### config.mk
export PLATFORM = sky130hd
export DESIGN_NAME = instr_encoder
export DESIGN_NICKNAME = d
export VERILOG_FILES = /design/src/rtl/instr_encoder.sv
export SDC_FILE = /design/constraint.sdc
export NUM_CORES = 1
export LEC_CHECK = 0
export CAP_MARGIN = 0
export CORE_ASPECT_RATIO = 1.2
export CORE_MARGIN = 5
export CORE_UTILIZATION = 48
export CTS_CLUSTER_DIAMETER = 150
export DETAILED_ROUTE_END_ITERATION = 6
export HOLD_SLACK_MARGIN = 0.15
export PLACE_DENSITY = 0.83
export SYNTH_ARGS = -nofsm -noshare
export SYNTH_HDL_FRONTEND = slang
export SYNTH_SLANG_ARGS = --single-unit
### constraint.sdc
create_clock -name clock -period 2.4 [get_ports clock]
set_clock_uncertainty 0.15 [all_clocks]
set_input_delay 0.48 -clock clock [delete_from_list [all_inputs] [get_ports clock]]
set_output_delay 0.48 -clock clock [all_outputs]
set_load 0.01 [all_outputs]
### src/rtl/instr_encoder.sv
// RV64I instruction encoder: packs request fields into a 32-bit word,
// substitutes a NOP for illegal requests and buffers the results in a
// two-entry output FIFO with a saturating illegal-request counter.
module instr_encoder #(
  parameter int unsigned FIFO_DEPTH = 2
) (
  input  logic        clock,
  input  logic        reset_n,
  input  logic        valid_i,
  output logic        ready_o,
  input  logic [6:0]  opcode_i,
  input  logic [4:0]  rd_i,
  input  logic [4:0]  rs1_i,
  input  logic [4:0]  rs2_i,
  input  logic [2:0]  funct3_i,
  input  logic [6:0]  funct7_i,
  input  logic [31:0] imm_i,
  output logic        valid_o,
  input  logic        ready_i,
  output logic [31:0] instr_o,
  output logic        error_o,
  output logic [7:0]  err_count_o
);

  localparam logic [31:0] NOP = 32'h0000_0013;

  typedef enum logic [2:0] {
    FMT_R, FMT_I, FMT_S, FMT_B, FMT_U, FMT_J, FMT_BAD
  } fmt_e;

  typedef enum logic [1:0] {
    OCC_EMPTY = 2'd0,
    OCC_ONE   = 2'd1,
    OCC_TWO   = 2'd2
  } occ_e;

  occ_e        occ_q, occ_d;
  logic [31:0] head_instr_q, head_instr_d;
  logic        head_err_q, head_err_d;
  logic [31:0] tail_instr_q, tail_instr_d;
  logic        tail_err_q, tail_err_d;
  logic [7:0]  err_cnt_q, err_cnt_d;
  logic        rdy_en_q;

  fmt_e        fmt;
  logic [31:0] enc_word;
  logic        illegal;
  logic [31:0] new_instr;
  logic        push, pop;

  // Opcode decode, immediate range checks and field packing.
  always_comb begin
    fmt      = FMT_BAD;
    enc_word = '0;
    illegal  = 1'b0;
    unique case (opcode_i)
      7'h33, 7'h3B:                             fmt = FMT_R;
      7'h13, 7'h1B, 7'h03, 7'h67, 7'h0F, 7'h73: fmt = FMT_I;
      7'h23:                                    fmt = FMT_S;
      7'h63:                                    fmt = FMT_B;
      7'h37, 7'h17:                             fmt = FMT_U;
      7'h6F:                                    fmt = FMT_J;
      default:                                  fmt = FMT_BAD;
    endcase
    // A signed value fits in N bits when every bit above N-1 equals the sign.
    unique case (fmt)
      FMT_R: begin
        enc_word = {funct7_i, rs2_i, rs1_i, funct3_i, rd_i, opcode_i};
      end
      FMT_I: begin
        illegal  = !((&imm_i[31:11]) || !(|imm_i[31:11]));
        enc_word = {imm_i[11:0], rs1_i, funct3_i, rd_i, opcode_i};
      end
      FMT_S: begin
        illegal  = !((&imm_i[31:11]) || !(|imm_i[31:11]));
        enc_word = {imm_i[11:5], rs2_i, rs1_i, funct3_i, imm_i[4:0], opcode_i};
      end
      FMT_B: begin
        illegal  = !((&imm_i[31:12]) || !(|imm_i[31:12])) || imm_i[0];
        enc_word = {imm_i[12], imm_i[10:5], rs2_i, rs1_i, funct3_i,
                    imm_i[4:1], imm_i[11], opcode_i};
      end
      FMT_U: begin
        illegal  = |imm_i[11:0];
        enc_word = {imm_i[31:12], rd_i, opcode_i};
      end
      FMT_J: begin
        illegal  = !((&imm_i[31:20]) || !(|imm_i[31:20])) || imm_i[0];
        enc_word = {imm_i[20], imm_i[10:1], imm_i[11], imm_i[19:12],
                    rd_i, opcode_i};
      end
      default: begin
        illegal  = 1'b1;
        enc_word = '0;
      end
    endcase
    new_instr = illegal ? NOP : enc_word;
  end

  assign ready_o     = rdy_en_q && (32'(occ_q) < FIFO_DEPTH);
  assign valid_o     = (occ_q != OCC_EMPTY);
  assign push        = valid_i && ready_o;
  assign pop         = valid_o && ready_i;
  assign instr_o     = head_instr_q;
  assign error_o     = head_err_q;
  assign err_count_o = err_cnt_q;

  // FIFO occupancy next-state and entry movement; the head entry is cleared
  // whenever the FIFO empties so the outputs read zero with no valid word.
  always_comb begin
    occ_d        = occ_q;
    head_instr_d = head_instr_q;
    head_err_d   = head_err_q;
    tail_instr_d = tail_instr_q;
    tail_err_d   = tail_err_q;
    unique case (occ_q)
      OCC_EMPTY: begin
        if (push) begin
          head_instr_d = new_instr;
          head_err_d   = illegal;
          occ_d        = OCC_ONE;
        end
      end
      OCC_ONE: begin
        if (push && pop) begin
          head_instr_d = new_instr;
          head_err_d   = illegal;
        end else if (push) begin
          tail_instr_d = new_instr;
          tail_err_d   = illegal;
          occ_d        = OCC_TWO;
        end else if (pop) begin
          head_instr_d = '0;
          head_err_d   = 1'b0;
          occ_d        = OCC_EMPTY;
        end
      end
      OCC_TWO: begin
        if (pop) begin
          head_instr_d = tail_instr_q;
          head_err_d   = tail_err_q;
          tail_instr_d = '0;
          tail_err_d   = 1'b0;
          occ_d        = OCC_ONE;
        end
      end
      default: begin
        occ_d        = OCC_EMPTY;
        head_instr_d = '0;
        head_err_d   = 1'b0;
      end
    endcase
  end

  // Saturating count of accepted illegal requests.
  always_comb begin
    err_cnt_d = err_cnt_q;
    if (push && illegal && (err_cnt_q != '1)) err_cnt_d = err_cnt_q + 8'd1;
  end

  // State registers; rdy_en_q holds ready_o low until the first edge after reset.
  always_ff @(posedge clock or negedge reset_n) begin
    if (!reset_n) begin
      occ_q        <= OCC_EMPTY;
      head_instr_q <= '0;
      head_err_q   <= 1'b0;
      tail_instr_q <= '0;
      tail_err_q   <= 1'b0;
      err_cnt_q    <= '0;
      rdy_en_q     <= 1'b0;
    end else begin
      occ_q        <= occ_d;
      head_instr_q <= head_instr_d;
      head_err_q   <= head_err_d;
      tail_instr_q <= tail_instr_d;
      tail_err_q   <= tail_err_d;
      err_cnt_q    <= err_cnt_d;
      rdy_en_q     <= 1'b1;
    end
  end

endmodule

==> Yosys cells after proc, flatten, opt, wreduce, memory -nomap -nowiden <==
Index checks and enable logic that the tools add are counted.
W data, S select, Z words.
{ "totals": {"elab_cells": 98, "inputBits": 68, "ff_bits": 77, "output_inout_bits": 43} }
{ "op_classes": {"n_eq_ne": 28, "n_mux": 26, "order_cmp": 1, "addsub": 1, "n_reduce_logical": 35} }
{ "ops": {"columns": ["operator", "count"], "rows": [
  ["$mux W32", 7],
  ["$pmux W32 S6", 1],
  ["$pmux W32 S3", 1],
  ["$pmux W32 S2", 1],
  ["$eq A7 B6 Y1 const B", 4],
  ["$eq A7 B7 Y1 const B", 4],
  ["$reduce_or A12 Y1", 2],
  ["$eq A7 B5 Y1 const B", 3],
  ["$reduce_and A21 Y1", 1],
  ["$reduce_or A21 Y1", 1],
  ["$reduce_and A20 Y1", 1],
  ["$reduce_or A20 Y1", 1],
  ["$pmux W3 S6", 1],
  ["$reduce_and A12 Y1", 1],
  ["$reduce_and A4 Y1", 3],
  ["$mux W2", 5],
  ["$ne A3 B3 Y1 const B", 3],
  ["$add A8 B1 Y8 const B", 1],
  ["$ne A2 B2 Y1 const B", 4],
  ["$ne A8 B8 Y1 const B", 1],
  ["$eq A7 B2 Y1 const B", 1],
  ["$eq A7 B4 Y1 const B", 1],
  ["$eq A3 B2 Y1 const B", 2],
  ["$eq A3 B3 Y1 const B", 2],
  ["other kinds (17)", 39]
]} }

==> Logic depth before layout (Yosys ltp) <==
Gate-level depths: netlist of the first run.
{ "logic_depth": {"word_depth": 10, "ltp_mapped": 13, "depth_no_buf": 10} }

==> Worst setup path before layout of the first run <==
No wires, ideal clock.
{ "synth_timing": {"path_kind": "input-to-reg", "start": "in opcode_i[3]", "end": "reg head_instr_q[21] (netlist: instr_o[21])", "t_required_ns": 2.116, "arrival_ns": 2.691, "setup_time_ns": 0.134, "slack_ns": -0.574, "path_buffers": 3, "cell_stages": 13, "cell_sequence": "buf_2 > or3b_4 > a21oi_4 > inv_1 > ha_1 > or3_1 > nor2_1 > o221ai_1 > o211ai_2 > or3_1 > buf_6 > buf_6 > o21ai_1"} }
{ "synth_via": {"elab_chain_len": 9, "word_cells_on_any_way": 30, "cone_classes": "eq/ne (18); mux (7); reduce/logical (5)"} }
{ "synth_rtl": {"columns": ["item", "line_no", "rtl"], "rows": [
  ["start: declaration", "11", "input logic [6:0] opcode_i,"],
  ["$eq A7 B5 Y1 (tied with other cells)", "56", "unique case (opcode_i)"],
  ["$reduce_or A6 Y1 or $reduce_or A2 Y1 (tied branches)", "56", null],
  ["$pmux W3 S6 *", "56", null],
  ["$eq A3 B2 Y1 or $eq A3 B1 Y1 (tied branches)", "66", "unique case (fmt)"],
  ["$reduce_or A2 Y1 (no source line)", null, null],
  ["$pmux W1 S5", "66", null],
  ["$mux W32 *", "97", "new_instr = illegal ? NOP : enc_word;"],
  ["$mux W32, on equally long branches", "125, 118", null],
  ["$pmux W32 S3 *", "116", "unique case (occ_q)"],
  ["end signal: assignment", "173", "head_instr_q <= head_instr_d;"],
  ["end: declaration", "38", "logic [31:0] head_instr_q, head_instr_d;"]
]} }
Every way passes the cells marked *; elsewhere a longest branch is shown, timed or not. The select of a mux whose other input is x is not followed.
A chain may end at the register's enable or synchronous reset.

==> Worst setup path after layout of the first run <==
{ "layout_timing": {"start": "in opcode_i[6]", "end": "reg tail_instr_q[25]"} }
{ "layout_via": {"elab_chain_len": 10, "word_cells_on_any_way": 30, "cone_classes": "eq/ne (18); mux (7); reduce/logical (5)"} }
{ "layout_rtl": {"columns": ["item", "line_no", "rtl"], "rows": [
  ["$eq A7 B5 Y1 (tied with other cells)", "56", null],
  ["$reduce_or A6 Y1 or $reduce_or A2 Y1 (tied branches)", "56", null],
  ["$pmux W3 S6 *", "56", null],
  ["$eq A3 B2 Y1 or $eq A3 B1 Y1 (tied branches)", "66", null],
  ["$reduce_or A2 Y1 (no source line)", null, null],
  ["$pmux W1 S5", "66", null],
  ["$mux W32 *", "97", null],
  ["$mux W32 *", "128", "end else if (push) begin"],
  ["$mux W32 *", "125", "if (push && pop) begin"],
  ["$pmux W32 S2 *", "116", null],
  ["end signal: assignment", "175", "tail_instr_q <= tail_instr_d;"],
  ["end: declaration", "40", "logic [31:0] tail_instr_q, tail_instr_d;"]
]} }
Marks and branches as above.

==> results of run 1 <==
-- cell families after synthesis --
family / share of synthesized area
AO/OA/AOI/OAI: 0.2506
XOR/XNOR: 0.01772
adder cells (fa/ha/maj): 0.006328
buffers and inverters: 0.04399
flip-flops: 0.4873
multiplexers: 0.04399
other: 0.0009485
AND/OR/NAND/NOR: 0.1491
-- cells in the final DEF (no fill, tap or decap), types with 3 or more instances in the layout --
cell type                         count
sky130_fd_sc_hd__dfrtp_1             77
sky130_fd_sc_hd__xnor2_1              5
sky130_fd_sc_hd__o21ai_1             17
sky130_fd_sc_hd__nand4b_1             3
sky130_fd_sc_hd__o21ai_2             47
sky130_fd_sc_hd__or2_4                3
sky130_fd_sc_hd__nor4_1               4
sky130_fd_sc_hd__mux2i_1              8
sky130_fd_sc_hd__nand4_1              7
sky130_fd_sc_hd__dlygate4sd2_1       12
sky130_fd_sc_hd__buf_6               10
sky130_fd_sc_hd__o21ai_0              5
sky130_fd_sc_hd__buf_8                3
sky130_fd_sc_hd__a21oi_4              3
sky130_fd_sc_hd__and3_1               6
sky130_fd_sc_hd__or3_4                4
sky130_fd_sc_hd__clkbuf_8             9
sky130_fd_sc_hd__nand3_1              6
sky130_fd_sc_hd__nor2_1               7
sky130_fd_sc_hd__inv_1                7
sky130_fd_sc_hd__nand2_1             41
sky130_fd_sc_hd__a21oi_2              3
sky130_fd_sc_hd__clkdlybuf4s50_1     93
sky130_fd_sc_hd__nand3_2              3
sky130_fd_sc_hd__a22oi_1             34
sky130_fd_sc_hd__buf_4               75
sky130_fd_sc_hd__buf_12               6
sky130_fd_sc_hd__o21a_1               3
sky130_fd_sc_hd__mux2i_2              6
sky130_fd_sc_hd__a21oi_1              5
sky130_fd_sc_hd__a222oi_1            10
-- metrics by stage --
stage / cells / util / power, mW / cell area, µm²
after global routing: 685 / 0.8083 / 3.871 / 6518
after detailed placement: 651 / 0.7062 / 2.550 / 5694
after floorplan: 396 / - / 1.958 / 4009
after global placement: 651 / 0.7062 / 2.506 / 5694
final: 685 / 0.8083 / 3.730 / 6518
after CTS: 676 / 0.7722 / 3.655 / 6226
-- registers in the layout, summed over array words and instances, names as in the netlist --
register / count
tail_err_q: 1
err_count_o: 8
error_o: 1
rdy_en_q: 1
instr_o: 32
occ_q: 2
tail_instr_q: 32
-- power by group through the flow --
| stage | clock (mW) | combinational, mW | sequential (mW) |
|---|---|---|---|
| after floorplan | 0 | 0.376 | 1.58 |
| after global placement | 0 | 0.948 | 1.56 |
| after detailed placement | 0 | 0.980 | 1.57 |
| after CTS | 1.08 | 1.03 | 1.55 |
| after global routing | 1.13 | 1.16 | 1.58 |
| final | 1.09 | 1.09 | 1.56 |
-- worst max-delay path, stage by stage --
cell                       delay (ns)
sky130_fd_sc_hd__buf_6           0.09
sky130_fd_sc_hd__or3b_4          0.41
sky130_fd_sc_hd__a21oi_4         0.17
sky130_fd_sc_hd__inv_2           0.07
sky130_fd_sc_hd__ha_4            0.16
sky130_fd_sc_hd__buf_6           0.11
sky130_fd_sc_hd__or3_4           0.34
sky130_fd_sc_hd__nor2_4          0.14
sky130_fd_sc_hd__o221ai_2        0.12
sky130_fd_sc_hd__o211ai_2        0.13
sky130_fd_sc_hd__or3_4           0.27
sky130_fd_sc_hd__buf_8           0.17
sky130_fd_sc_hd__o21ai_1         0.07
-- what timing repair did --
item,CTS,global route
gates resized for setup,128,44
setup buffers,6,7
pin swaps,46,36
setup endpoints to repair,74,74
endpoints found under the hold margin,42,0
hold buffers,1,0
cloned,2,2
-- final timing paths --
path / from / to / slack, ns
setup / recovery: opcode_i[6] / tail_instr_q[25] / -0.27
hold / removal: tail_instr_q[28] / tail_instr_q[28] / 0.34
hold reg to reg: tail_instr_q[28] / tail_instr_q[28] / 0.34
min in group asynchronous: reset_n / tail_instr_q[28] / 0.49
max in group asynchronous: reset_n / tail_instr_q[2] / 1.02
setup reg to reg: occ_q[1] / instr_o[5] / 0.33
-- metal layers --
| layer | vias up | share of wire | wire length, µm | GRT usage |
|---|---|---|---|---|
| met5 | - | 0 | 0 | 0 |
| met4 | 0 | 0.030 | 436 | 0.09529 |
| met3 | 50 | 0.084 | 1202 | 0.05133 |
| met2 | 237 | 0.51 | 7358 | 0.4714 |
| met1 | 2079 | 0.37 | 5325 | 0.3292 |
| li1 | 1881 | - | - | - |
-- final cells by class --
class,count,area (µm²)
timing repair buffer,204,1969
fill,444,1545
multi-input combinational,284,2253
inverter,9,33.78
sequential,77,1927
clock buffer,11,131.4
tap,95,118.9
clock inverter,5,83.83
-- cell usage after synthesis (all sizes together) (3+ instances only) --
cell	count
clkbuf	17
nor2b	4
or2	4
dfrtp	77
buf	9
mux2	3
or3	5
nor2	9
a222oi	10
o21a	3
nand3	9
mux2i	14
nand4b	3
and3	8
or3b	3
a22oi	34
nand2	44
nand4	7
nor3	3
a21oi	11
inv	9
o21ai	71
xnor2	6
nor4	8
==> run_results.csv, run 1 <==
group,metric,value,unit
pwr,total_leakage_power,2.786,nW
grt,grt_pass1_vias,4261,
synthesis,synth.area.top_cells,"sky130_fd_sc_hd__dfrtp_1 (49%), sky130_fd_sc_hd__a22oi_1 (6.5%), sky130_fd_sc_hd__o21ai_0 (5.8%)",
synthesis,ys_dominant_reg_cell,"sky130_fd_sc_hd__dfrtp_1",
synthesis,seq_area_frac_synth,0.4873,
synthesis,async_flop_share,1.000,
timing,drv_slew,0,
job,timing.max_cap.violations,0,
setup_path,cp.arrival,2.74,ns
timing,period_share,1.112,
routing,drt-vias-per-instance,6.200,
setup_path,critical_path_class,"in2reg",
die,core-area,8063,µm²
routing,routed_antenna_nets,0,
die,die_y,109.4,µm
worst_hold_path,worst_hold_check_path_type,"reg2reg",
synthesis,synth.largest_area_cell,"sky130_fd_sc_hd__dfrtp_1",
die,initial_core_util,0.4904,
setup_path,worst-r2r-cell-count,7,
die,row_count,36,
place,buffer_ports.inserted,110,
timing,least_margin_pin_slew,0.5579,ns
clocking,root_buffer_master,"sky130_fd_sc_hd__clkbuf_8",
timing,final.setup.tns,-16.40,ns
routing,remaining_design_rule_violation_count,0,
pwr,comb_power_share,0.291,
timing,final-setup-viol-count,74,
grt,globalRouteOverflowTotal,0,
setup_path,crit_path_max_fanout,7,
pwr,seq_power_share,0.418,
clocking,path_clk_slew,0.08,ns
die,dieArea,10160,µm²
timing,fmax,374.6,MHz
grt,gr-usage-all-layers,0.2680,
pwr,sw_frac_of_total,0.3085,
grt,grt_pass1_wl,21.25,mm
synthesis,synth-edff-count,0,
timing,final.min_clock_period,2.670,ns
synthesis,mapped_area,3954,µm²
setup_path,setup.worst_path.start_class,"input port",
synthesis,syn_nets,466,
pwr,intPower,2.579,mW
clocking,cts.htree.levels,3,
clocking,clock-sinks,77,
setup_path,endpoint_kind,"flip-flop",
timing,report.final.hold_viol_count,0,
synthesis,ys_warn_count,0,
die,die_width,92.85,µm
routing,drt-initial-drc-count,424,
run_status,violations,"setup timing",
synthesis,synth.ff_latch_count,77,
place,half_perimeter_wire_length_of_the_detailed_placement_result,9.482,mm
clocking,clock_latency,0.36,ns
clocking,cts_inserted_buffers,9,
synthesis,postSynthCellCount,396,
finish,finish.net_count,655,
grt,number_of_antenna_violations_at_the_first_check_in_global_routing,0,
pwr,power_per_cell_area,572.2,nW/µm²
worst_hold_path,worstHoldPathCells,2,
timing,setup_ws_final,-0.2697,ns
place,place_congestion,0.8843,
synthesis,post_synth_num_cell_types,51,
synthesis,syn_avg_cell_area,9.984,µm²
timing,slew-limit-headroom,0.6281,
timing,hold-worst-slack,0.3356,ns
routing,wirelength,14.32,mm
routing,via_count,4247,
pwr,peakVddDrop,0.0006263,V
finish,antenna-diode-count,0,
finish,area_growth_syn_to_layout,64.84,%
pwr,clkPwrFrac,0.291,
routing,firstDrtPassIters,7,
clocking,clock_tree_from_tritoncts,"done",
routing,routed_length_per_placed_instance,20.91,µm
setup_path,required,2.47,ns
timing,grt_setup_unrepaired,"true",
finish,drive_gt1_frac,0.3627,
pwr,power.switching,1.151,mW
grt,grt_start_max_net_pins,44,
clocking,cts.path.max_buffers,2,
synthesis,synth_top_cell_area_share,0.4873,
run_status,run_status,"finished, violations left",
place,pre_cts_ws,-1.305,ns
die,floorplan.io_pins,111,
Power figures use the tool's default switching activity.
==> run 2, diff against run 1 <==
- ABC_CLOCK_PERIOD_IN_PS: default -> 2400
==> results of run 2 <==
Final layout, timing and power as in run 1 (identical DEF).
